$ cat src/rtl/video_timing_gen.sv
// Raster timing generator: pixel/line counters with registered sync, data-enable
// and line/frame strobes, all advancing on the pixel-rate enable.
module video_timing_gen #(
   parameter int   H_ACTIVE = 640,
   parameter int   H_FRONT  = 16,
   parameter int   H_SYNC   = 96,
   parameter int   H_BACK   = 48,
   parameter int   V_ACTIVE = 480,
   parameter int   V_FRONT  = 10,
   parameter int   V_SYNC   = 2,
   parameter int   V_BACK   = 33,
   parameter logic H_POL    = 1'b0,
   parameter logic V_POL    = 1'b0,
   parameter int   CNT_W    = 10
) (
   input  logic             clk,
   input  logic             rst,
   input  logic             pix_en,
   output logic             hsync,
   output logic             vsync,
   output logic             de,
   output logic [CNT_W-1:0] xpos,
   output logic [CNT_W-1:0] ypos,
   output logic             line_start,
   output logic             frame_start,
   output logic [7:0]       frame_cnt
);

   localparam int H_TOTAL = H_ACTIVE + H_FRONT + H_SYNC + H_BACK;
   localparam int V_TOTAL = V_ACTIVE + V_FRONT + V_SYNC + V_BACK;

   if (H_ACTIVE == 0 || H_FRONT == 0 || H_SYNC == 0 || H_BACK == 0 ||
       V_ACTIVE == 0 || V_FRONT == 0 || V_SYNC == 0 || V_BACK == 0 ||
       (2 ** CNT_W) < H_TOTAL || (2 ** CNT_W) < V_TOTAL) begin : g_param_check
      $error("video_timing_gen: zero timing parameter or CNT_W too narrow");
   end

   localparam logic [CNT_W-1:0] H_LAST    = CNT_W'(H_TOTAL - 1);
   localparam logic [CNT_W-1:0] V_LAST    = CNT_W'(V_TOTAL - 1);
   localparam logic [CNT_W-1:0] H_ACT     = CNT_W'(H_ACTIVE);
   localparam logic [CNT_W-1:0] V_ACT     = CNT_W'(V_ACTIVE);
   localparam logic [CNT_W-1:0] HS_START  = CNT_W'(H_ACTIVE + H_FRONT);
   localparam logic [CNT_W-1:0] HS_END    = CNT_W'(H_ACTIVE + H_FRONT + H_SYNC);
   localparam logic [CNT_W-1:0] VS_START  = CNT_W'(V_ACTIVE + V_FRONT);
   localparam logic [CNT_W-1:0] VS_END    = CNT_W'(V_ACTIVE + V_FRONT + V_SYNC);

   logic             x_wrap;
   logic             y_wrap;
   logic [CNT_W-1:0] nx;
   logic [CNT_W-1:0] ny;

   // Syncs and de are decoded from the next position so they land in the
   // same register stage as xpos/ypos.
   always_comb begin
      x_wrap = (xpos == H_LAST);
      y_wrap = (ypos == V_LAST);
      nx     = x_wrap ? '0 : xpos + CNT_W'(1);
      ny     = ypos;
      if (x_wrap) begin
         ny = y_wrap ? '0 : ypos + CNT_W'(1);
      end
   end

   always_ff @(posedge clk) begin
      if (rst) begin
         xpos        <= H_LAST;
         ypos        <= V_LAST;
         hsync       <= ~H_POL;
         vsync       <= ~V_POL;
         de          <= 1'b0;
         line_start  <= 1'b0;
         frame_start <= 1'b0;
         frame_cnt   <= '0;
      end else begin
         line_start  <= 1'b0;
         frame_start <= 1'b0;
         if (pix_en) begin
            xpos        <= nx;
            ypos        <= ny;
            hsync       <= (nx >= HS_START && nx < HS_END) ? H_POL : ~H_POL;
            vsync       <= (ny >= VS_START && ny < VS_END) ? V_POL : ~V_POL;
            de          <= (nx < H_ACT) && (ny < V_ACT);
            line_start  <= x_wrap;
            frame_start <= x_wrap && y_wrap;
            if (x_wrap && y_wrap) begin
               frame_cnt <= frame_cnt + 8'd1;
            end
         end
      end
   end

endmodule

$ cat config.mk
export PLATFORM = sky130hd
export DESIGN_NAME = video_timing_gen
export DESIGN_NICKNAME = d
export VERILOG_FILES = /design/src/rtl/video_timing_gen.sv
export SDC_FILE = /design/constraint.sdc
export NUM_CORES = 1
export LEC_CHECK = 0
export CAP_MARGIN = 5
export CORE_AREA = 5 5 81 83
export CTS_BUF_LIST = sky130_fd_sc_hd__clkbuf_8
export DETAILED_ROUTE_END_ITERATION = 16
export DIE_AREA = 0 0 86 88
export SLEW_MARGIN = 0
export SYNTH_ARGS = -nofsm -noshare
export SYNTH_HDL_FRONTEND = slang
export SYNTH_SLANG_ARGS = --single-unit
$ cat constraint.sdc
create_clock -name clk -period 2.5 [get_ports clk]
set_clock_uncertainty 0.2 [all_clocks]
set_input_delay 0.75 -clock clk [delete_from_list [all_inputs] [get_ports clk]]
set_output_delay 0.75 -clock clk [all_outputs]
set_load 0.05 [all_outputs]
# ---- After elaboration in Yosys (flattened, before gate mapping)
# Index checks and enable logic that the tools add are counted.
# W data, S select, Z words.
dict set report word_totals {
  reg_bits 33
  input_bits 3
  output_inout_bits 33
  word_cells 31
}
dict set report classes {
  add_sub_neg 3
  order_cmp 6
  eq_ne 2
  n_mux 5
  n_bitwise 1
  n_reduce_logical 6
}
# operator n
set ops {}
lappend ops {{$mux W10} 3}
lappend ops {{$add A10 B1 Y10 const B} 2}
lappend ops {{$eq A10 B10 Y1 const B} 2}
lappend ops {{$lt A10 B10 Y1 const B} 2}
lappend ops {{$lt A10 B9 Y1 const B} 2}
lappend ops {{$ge A10 B10 Y1 const B} 1}
lappend ops {{$ge A10 B9 Y1 const B} 1}
lappend ops {{$add A8 B1 Y8 const B} 1}
lappend ops {{$logic_and A1 B1 Y1} 4}
lappend ops {{$mux W1} 2}
lappend ops {{$reduce_and A2 Y1} 1}
lappend ops {{$reduce_or A2 Y1} 1}
lappend ops {{$not A1 Y1} 1}

# ---- Depth between registers and ports, before layout
# Gate-level depths: netlist of the first run.
dict set report depth {
  depth_word 6
  mapped_depth 9
  mapped_depth_nobuf 8
}

# ---- Worst setup path before layout of the first run
# OpenSTA, ideal clock, no wires.
dict set report synth_timing {
  kind {register to register}
  startpoint {register xpos[0]}
  endpoint {register ypos[8]}
  setup_ns 0.127
  arrival_time_ns 2.226
  required_ns 2.173
  path_slack_ns -0.054
  stages_incl_launch_ff 8
  path_buffers 1
  period_less_slack_ns 2.554
  path_cell_list {dfxtp_1 -> ha_1 -> and4_1 -> nand4_1 -> clkbuf_1 -> nor3_1 -> xnor2_1 -> nor2_1}
}
dict set report synth_between {
  elab_chain_len 2
}
# element line
set synth_lines {}
lappend synth_lines {{from (decl)} 22} ;# output logic [CNT_W-1:0] xpos,
lappend synth_lines {{from (signal assigned)} 78} ;# xpos <= nx;
lappend synth_lines {{$eq A10 B10 Y1} 55} ;# x_wrap = (xpos == H_LAST);
lappend synth_lines {{$mux W10} 59} ;# if (x_wrap) begin
lappend synth_lines {{to (signal assigned)} 79} ;# ypos <= ny;
lappend synth_lines {{to (decl)} 23} ;# output logic [CNT_W-1:0] ypos,
# Every way passes these cells.
# A chain may end at the register's enable or synchronous reset.

# ---- Worst setup path in the final report of the first run
dict set report layout_timing {
  startpoint {register frame_cnt[4]}
  endpoint {output frame_cnt[4]}
}
# element line
set layout_lines {}
lappend layout_lines {{from (decl)} 26} ;# output logic [7:0] frame_cnt
lappend layout_lines {{from (signal assigned)} 86} ;# frame_cnt <= frame_cnt + 8'd1;
# No word-level cell between the ends.

==> results of run 1 <==
==> placed cells by master, fill, tap and decap left out, drive strengths merged, types with 2 or more instances in the layout <==
cell	instances
nor2b	4
xnor2	5
nand2b	2
nor4	4
clkbuf	6
a221oi	3
o21ai	11
nor2	30
buf	49
inv	8
nand3	14
or4	2
dfxtp	33
nand3b	2
o31ai	3
nand2	16
nand4	8
a21o	3
or3	4
and2	2
o21bai	3
ha	5
a32oi	2
a311oi	2
nor3	12
and3	5
a21oi	17
a31oi	3
clkdlybuf4s50	10
xor2	10
==> sequential cells by signal, indices dropped and copies added, names as in the netlist <==
name and flops:
hsync 1, frame_start 1, vsync 1, ypos 10
xpos 10, line_start 1, frame_cnt 8, de 1
==> path summary, 6_finish.rpt <==
check	endpoint	slack, ns
worst max-delay path	frame_cnt[4]	0.07
worst min-delay path	xpos[0]	0.32
worst max register to register	de	0.15
worst min register to register	xpos[0]	0.32
==> per-stage QoR <==
| stage | total power, mW | instances | hold slack (ns) | utilization |
|---|---|---|---|---|
| finish | 1.58 | 367 | 0.317 | 0.438 |
| global route | 1.66 | 367 | 0.350 | 0.438 |
| CTS | 1.58 | 367 | 0.321 | 0.436 |
| detailed placement | 1.16 | 360 | 0.304 | 0.421 |
| global placement | 1.16 | 360 | 0.287 | 0.421 |
| floorplan | 0.996 | 240 | 0.391 | - |
==> layout make-up <==
class / instances / area share
flip-flops and latches: 33 / 0.265
multi-input cells: 186 / 0.464
inverters: 7 / 0.0104
well taps: 75 / 0.0371
clock inverters: 1 / 0.00148
repair buffers: 59 / 0.190
clock buffers: 6 / 0.0326
==> power by group <==
group / switching [mW] / leakage, nW / total [mW] / internal, mW
Clock: 0.198 / 0.0485 / 0.413 / 0.214
Combinational: 0.346 / 0.700 / 0.553 / 0.207
Sequential: 0.0495 / 0.269 / 0.609 / 0.560
Total: 0.593 / 1.02 / 1.58 / 0.982
==> metal layers <==
layer,vias up,track usage,share of wire
met2,53,0.227,0.47
met4,0,0.0633,0.020
met3,10,0.0292,0.045
met5,-,0,0
met1,874,0.188,0.47
li1,979,-,-
==> kinds of logic after synthesis <==
group,count (synthesis),share of synthesized area
and+or+nand+nor,110,0.311
AOI/OAI and AO/OA,55,0.186
DFF,33,0.343
buffers and inverters,21,0.0527
xor gates and xnor gates,15,0.0683
adders and majority gates,5,0.0325
muxes,1,0.00585
==> results_dict.tcl, run 1 <==
set metrics [dict create \
    status "complete, no violations" \
    cts-root-buf "clkbuf_8" \
    min_path_type "register to register" \
    worstPathArrival_ns 1.48 \
    finalWorstSetupSlack_ns 0.0717 \
    die_area_um2 7570 \
    cts_setup_buffers 0 \
    cts-resized-gates 0 \
    cts.clk_slew.worst_paths_ns 0.07 \
    cp-end-kind "output port" \
    slew_viol_final 0 \
    gp_congestion 0.828 \
    cp_num_cells 1 \
    p_leak_nw 1.02 \
    grt_remaining_overflow 0 \
    placedInstanceArea_um2 2430 \
    setup_tns_ns 0 \
    netlist.area_leader.share 0.343 \
    syn_to_final_growth_pct 31.5 \
    synth.area.top_cells "dfxtp_1 (34%), nor2_1 (5.7%), xor2_1 (4.6%)" \
    grt_pass1_vias 1767 \
    grt_pass1_wl_um 8650 \
    synth_edf_count 0 \
    diodes 0 \
    synth_seq_cells 33 \
    regArea_um2 669 \
    critical_path_class "register to output port" \
    drcViolationCount 0 \
    clock-sinks 33 \
    vias 1916 \
    fp.dieH_um 88 \
    pre_cts_slack_ns 0.0345 \
    finalInstanceArea_um2 2530 \
    htreeDepth 2 \
    yosys.area.top_type "dfxtp_1" \
    max-cap-violations 0 \
    grt_usage 0.143 \
    pwr_density_cell_nw_per_um2 623 \
    num-nets-final 300 \
    max_freq_mhz 412 \
    drive_gt1_frac 0.243 \
    ff2ff_path_depth 9 \
    cts.hold.buffers_added 0 \
    synth_cell_types 46 \
    synth_area_um2 1920 \
    fp.coreArea_um2 5780 \
    rsz0062_at_grt "no" \
    critPathMaxStageDelay_ns 0.82 \
    ys.flop_type "dfxtp_1" \
    post-route-min-period_ns 2.43 \
    tritoncts "built" \
    worst_slew_pin_slew_ns 0.497 \
    io_pins 36 \
    final_hold_viol_count 0 \
    path_buf_inv 1 \
    vias_per_cell 5.22 \
    syn_area_per_cell_um2 8.02 \
    worst_ep_required_time_ns 1.55 \
    fin_crit_sh 0.971 \
    crit_slowest_cell "clkdlybuf4s50_1" \
    crit_start "frame_cnt[4]" \
    r2r-start "ypos[1]" \
    num-fill-cells 582 \
    yosysSeqAreaShare 0.343 \
    async_reset_ff_frac 0 \
    io_buffers 35 \
    grt_max_degree 24 \
    yosys_warnings 0 \
    num_rows 28 \
    start_util 0.333 \
    hold_depth 1 \
    dp_hpwl_um 3750 \
    max-slew-margin-rel 0.668 \
    insertion_delay_ns 0.29 \
    cp_top_family "buffers and inverters" \
    synthCells 240 \
    antenna_found_initial 0 \
    numCtsBuffers 5 \
    synthTopCellsByCount "dfxtp_1 (33), nor2_1 (29), a21oi_1 (17)" \
    synth_nets 248 \
    clockBufferDepth 2 \
    first_iter_violations 121 \
    worstPathCellList "clkdlybuf4s50_1" \
    wl_um 5190 \
    finalSetupViolations 0 \
    max-vdd-ir-drop_mv 0.222 \
    cp_max_fo 3 \
    yosysMostFrequentCell "dfxtp_1" \
    wl_per_cell_um 14.1 \
    die_w_um 86 \
    dr.pass1.iters 4 \
    multi_input_area_um2 1170 \
    start_kind "register" \
    postRouteAntennaNets 0 \
    worstHoldStart "xpos[0]" \
]
(Power assumes the default switching activity.)
==> inputs of run 2 (changes only) <==
--- a/config.mk
+++ b/config.mk
@@ -6,11 +6,11 @@
 export NUM_CORES = 1
 export LEC_CHECK = 0
 export CAP_MARGIN = 5
-export CORE_AREA = 5 5 81 83
+export CORE_AREA = 5 5 87 89
 export CTS_BUF_LIST = sky130_fd_sc_hd__clkbuf_8
 export DETAILED_ROUTE_END_ITERATION = 16
-export DIE_AREA = 0 0 86 88
-export SLEW_MARGIN = 0
+export DIE_AREA = 0 0 92 94
+export SLEW_MARGIN = 20
 export SYNTH_ARGS = -nofsm -noshare
 export SYNTH_HDL_FRONTEND = slang
 export SYNTH_SLANG_ARGS = --single-unit
==> run 2 against run 1 <==
Sequential power down 0.7%. Setup slack worse by 0.011 ns. Non-clock buffer count up 2. First-iteration DRC count down 1.7%. Maximum frequency down 0.45%. Clock-buffer cell count down 1. Final area up 0.94%.
==> results_dict.tcl, run 2 (synthesis results as in run 1) <==
set metrics [dict create \
    p_leak_nw 1.03 \
    clock-sinks 33 \
    drive_gt1_frac 0.271 \
    cp_max_fo 3 \
    numCtsBuffers 5 \
    num-nets-final 302 \
    cts_setup_buffers 0 \
    num_rows 30 \
    die_area_um2 8650 \
    vias_per_cell 5.28 \
    cts.hold.buffers_added 0 \
    worstPathCellList "clkdlybuf4s50_1" \
    max-vdd-ir-drop_mv 0.320 \
    path_buf_inv 1 \
    pwr_density_cell_nw_per_um2 615 \
    max-cap-violations 0 \
    critPathMaxStageDelay_ns 0.83 \
    grt_pass1_wl_um 9000 \
    vias 1980 \
    slew_viol_final 0 \
    grt_pass1_vias 1880 \
    cts.clk_slew.worst_paths_ns 0.07 \
    fp.dieH_um 94 \
    status "complete, no violations" \
    worstPathArrival_ns 1.49 \
    worst_slew_pin_slew_ns 0.502 \
    num-fill-cells 700 \
    first_iter_violations 119 \
    mostFrequentLayoutCells "buf_4 (52), nor2_1 (29), dfxtp_1 (26)" \
    die_w_um 92 \
    dp_hpwl_um 3930 \
    wl_per_cell_um 14.1 \
    largestRegisters "xpos x10, ypos x10, frame_cnt x8" \
    max_freq_mhz 410 \
    antenna_found_initial 0 \
    worst_ep_required_time_ns 1.55 \
    htreeDepth 2 \
    final_common_cell "buf_4" \
    setup_tns_ns 0 \
    start_util 0.288 \
    cp-end-kind "output port" \
    clockBufferDepth 2 \
    diodes 0 \
    min_path_type "register to register" \
    insertion_delay_ns 0.29 \
    postRouteAntennaNets 0 \
    rsz0062_at_grt "no" \
    io_buffers 35 \
    wl_um 5280 \
    dr.pass1.iters 4 \
    tritoncts "built" \
    fin_crit_sh 0.976 \
    start_kind "register" \
    critical_path_class "register to output port" \
    cp_top_family "buffers and inverters" \
    finalSetupViolations 0 \
    final_hold_viol_count 0 \
    syn_to_final_growth_pct 32.7 \
    crit_slowest_cell "clkdlybuf4s50_1" \
    post-route-min-period_ns 2.44 \
    max-slew-margin-rel 0.664 \
    grt_remaining_overflow 0 \
    io_pins 36 \
    drcViolationCount 0 \
    gp_congestion 0.827 \
    grt_usage 0.129 \
    fp.coreArea_um2 6680 \
    power_mw 1.57 \
    grt_max_degree 20 \
    cts-root-buf "clkbuf_8" \
]
[run 2: cell type report]
class / instances / area (um2) / share of cell area
multi-input combinational: 186 / 1180 / 0.463
clock inverter: 3 / 17.5 / 0.00686
timing repair buffer: 61 / 489 / 0.192
sequential: 33 / 669 / 0.262
inverter: 7 / 26.3 / 0.0103
clock buffer: 5 / 68.8 / 0.0269
tap: 80 / 100 / 0.0392
[run 2: power breakdown]
group | internal (mW) | total [mW] | switching, mW
clock network | 0.192 | 0.399 | 0.207
logic | 0.217 | 0.568 | 0.351
registers | 0.560 | 0.605 | 0.0450
[run 2: repair_timing]
item                                    in CTS  in global routing
endpoints found under the hold margin        0                  0
gates resized for setup                      1                  5
endpoints found under the setup margin       1                  5
[run 2: per-stage QoR]
stage | std cells | worst slack [ns] | hold WS, ns | instance area (um2) | util
floorplan | 240 | 0.0164 | 0.391 | 1930 | -
global placement | 367 | 0.100 | 0.303 | 2450 | 0.366
detailed placement | 367 | 0.0798 | 0.306 | 2450 | 0.366
CTS | 375 | 0.0595 | 0.324 | 2530 | 0.379
global route | 375 | 0.0246 | 0.352 | 2550 | 0.382
finish | 375 | 0.0608 | 0.320 | 2550 | 0.382
[run 2: final timing paths]
| check | from | end | slack [ns] | cells past startpoint |
|---|---|---|---|---|
| setup / recovery | frame_cnt[6] | frame_cnt[6] | 0.06 | 1 |
| hold reg to reg | de | de | 0.32 | 2 |
| setup reg to reg | ypos[3] | de | 0.23 | 6 |
| hold / removal | de | de | 0.32 | 2 |
[run 2: per-layer routing]
layer,share of wire,track usage,up-vias
li1,-,-,978
met1,0.47,0.168,946
met2,0.47,0.209,48
met3,0.052,0.0321,8
met4,0.012,0.0396,0
met5,0,0,-
==> inputs of run 3 (changes only) <==
--- a/config.mk
+++ b/config.mk
@@ -6,10 +6,11 @@
 export NUM_CORES = 1
 export LEC_CHECK = 0
 export CAP_MARGIN = 5
-export CORE_AREA = 5 5 87 89
+export CORE_AREA = 5 5 66 68
 export CTS_BUF_LIST = sky130_fd_sc_hd__clkbuf_8
 export DETAILED_ROUTE_END_ITERATION = 16
-export DIE_AREA = 0 0 92 94
+export DIE_AREA = 0 0 71 73
+export PLACE_DENSITY = 0.8
 export SLEW_MARGIN = 20
 export SYNTH_ARGS = -nofsm -noshare
 export SYNTH_HDL_FRONTEND = slang
==> run 3 against run 2 <==
Final cell count is 9.9% lower. Critical path depth did not move. Clock-buffer cell count is 1 higher. Setup slack lost 0.0013 ns. Critical path type unchanged. Largest cell class unchanged. Largest power group unchanged. Sequential share of layout area is 0.66 points higher. Global-route usage is 6.6 points higher.
==> results_dict.tcl, run 3 (synthesis results as in run 1) <==
set metrics [dict create \
    status "complete, no violations" \
    htreeDepth 2 \
    num-nets-final 295 \
    p_leak_nw 1.01 \
    dp_hpwl_um 3410 \
    crit_slowest_cell "clkdlybuf4s50_1" \
    r2r_slack_ns 0.15 \
    critPathMaxStageDelay_ns 0.82 \
    slew_viol_final 0 \
    wl_met3_um 204 \
    min_path_type "register to register" \
    grt_max_degree 19 \
    p_seq_frac 0.366 \
    gp_congestion 0.874 \
    cts_setup_buffers 0 \
    numCtsBuffers 5 \
    switching_share 0.353 \
    wl_met2_um 2350 \
    cp_top_family "buffers and inverters" \
    fp.coreArea_um2 3800 \
    finalSetupViolations 0 \
    max_freq_mhz 410 \
    num-fill-cells 346 \
    vias 1961 \
    first_iter_violations 103 \
    dr.pass1.iters 4 \
    max-vdd-ir-drop_mv 0.286 \
    p_int_mw 1.08 \
    r2r-start "ypos[1]" \
    max-slew-margin-rel 0.659 \
    postRouteAntennaNets 0 \
    worstPathCellList "clkdlybuf4s50_1" \
    final_common_cell "buf_4" \
    io_pins 36 \
    io_buffers 35 \
    rsz0062_at_grt "no" \
    pre_cts_slack_ns 0.0502 \
    drcViolationCount 0 \
    largestRegisters "xpos x10, ypos x10, frame_cnt x8" \
    post-route-min-period_ns 2.44 \
    grt_usage 0.194 \
    whs_endpoint "ypos[1]" \
    worst_slew_pin_slew_ns 0.510 \
    clock-sinks 33 \
    wl_um 4860 \
    cp_max_fo 7 \
    combPwrFrac 0.323 \
    insertion_delay_ns 0.29 \
    r2r_end "de" \
    vias_per_cell 5.80 \
    cp-end-kind "output port" \
    hold_depth 2 \
    pwr_density_cell_nw_per_um2 667 \
    cts-root-buf "clkbuf_8" \
    drive_gt1_frac 0.219 \
    die_area_um2 5180 \
    worst_ep_required_time_ns 1.55 \
    ff2ff_path_depth 8 \
    switchingPower_mw 0.586 \
    final_hold_viol_count 0 \
    syn_to_final_growth_pct 29.5 \
    grt_pass1_vias 1756 \
    finalWorstSetupSlack_ns 0.0595 \
    start_kind "register" \
    wl_per_cell_um 14.4 \
    grt_remaining_overflow 0 \
    worstPathArrival_ns 1.49 \
    fin_crit_sh 0.976 \
    tritoncts "built" \
    drt-met1-wl_um 2260 \
    critical_path_class "register to output port" \
    setup_tns_ns 0 \
    worstHoldStart "ypos[1]" \
    p_clk_frac 0.311 \
    antenna_found_initial 0 \
    path_buf_inv 1 \
    clockBufferDepth 2 \
    num_rows 23 \
    highest_layer "met4" \
    die_w_um 71 \
    fp.dieH_um 73 \
    max-cap-violations 0 \
    mostFrequentLayoutCells "buf_4 (40), nor2_1 (29), dfxtp_1 (26)" \
    start_util 0.507 \
    diodes 0 \
    grt_pass1_wl_um 8140 \
    cts.clk_slew.worst_paths_ns 0.07 \
]
[run 3: cell types whose count changed in the layout (fill, tap and decap cells not counted), sizes merged]
cell	previous run	this run
inv	7	8
clkdlybuf4s50	7	13
dlygate4sd2	1	0
bufinv	0	1
dlymetal6s2s	0	1
clkinv	2	0
buf	53	40
clkinvlp	1	0
clkbuf	5	6
[run 3: worst max-delay path by stage]
stage / from / endpoint / depth (start not counted)
2_1_floorplan: ypos[5] / frame_cnt[5] / 8
3_3_place_gp: pix_en / ypos[7] / 6
3_5_place_dp: pix_en / de / 7
4_1_cts: frame_cnt[5] / frame_cnt[5] / 1
5_1_grt: ypos[0] / ypos[0] / 1
6_report: ypos[0] / ypos[0] / 1
[run 3: metal layers]
metal | vias to the layer above | global-route usage
met3 | 6 | 0.0482
met2 | 48 | 0.313
li1 | 972 | -
met4 | 0 | 0.0626
met5 | - | 0
met1 | 935 | 0.255
[run 3: worst reg2reg max path, delay by kind of cell, from the launching register on]
kind                       cells  cell delay, ns
AOI/OAI and AO/OA              3            0.66
adders and majority gates      1            0.13
buffers and inverters          1            0.08
DFF                            1            0.35
and+or+nand+nor                3            0.88
[run 3: power by group through the flow]
stage | sequential (mW) | combinational (mW) | clock [mW]
after floorplan | 0.717 | 0.279 | 0
after global placement | 0.618 | 0.516 | 0
after detailed placement | 0.619 | 0.522 | 0
after CTS | 0.608 | 0.526 | 0.525
after global routing | 0.616 | 0.581 | 0.545
final | 0.609 | 0.537 | 0.517
[run 3: stage by stage]
stage,hold slack [ns],power (mW),utilization,std cells,instance area [um2]
after CTS,0.295,1.66,0.652,338,2480
after detailed placement,0.284,1.14,0.622,330,2360
after global placement,0.285,1.13,0.622,330,2360
final,0.297,1.66,0.656,338,2490
after global routing,0.326,1.74,0.656,338,2490
after floorplan,0.391,0.996,-,240,1930
[run 3: timing repair]
action / CTS / global route
resized for setup: 0 / 3
setup endpoints to repair: 0 / 7
endpoints found under the hold margin: 0 / 0
hold buffers: 0 / 0
[run 3: area by class of cell]
cell class / instances / area, um2 / share of cell area
multi-input cells: 186 / 1170 / 0.471
clock inverters: 2 / 33.8 / 0.0136
repair buffers: 54 / 443 / 0.178
inverters: 7 / 26.3 / 0.0105
flip-flops and latches: 33 / 669 / 0.269
clock buffers: 6 / 82.6 / 0.0331
well taps: 50 / 62.6 / 0.0251
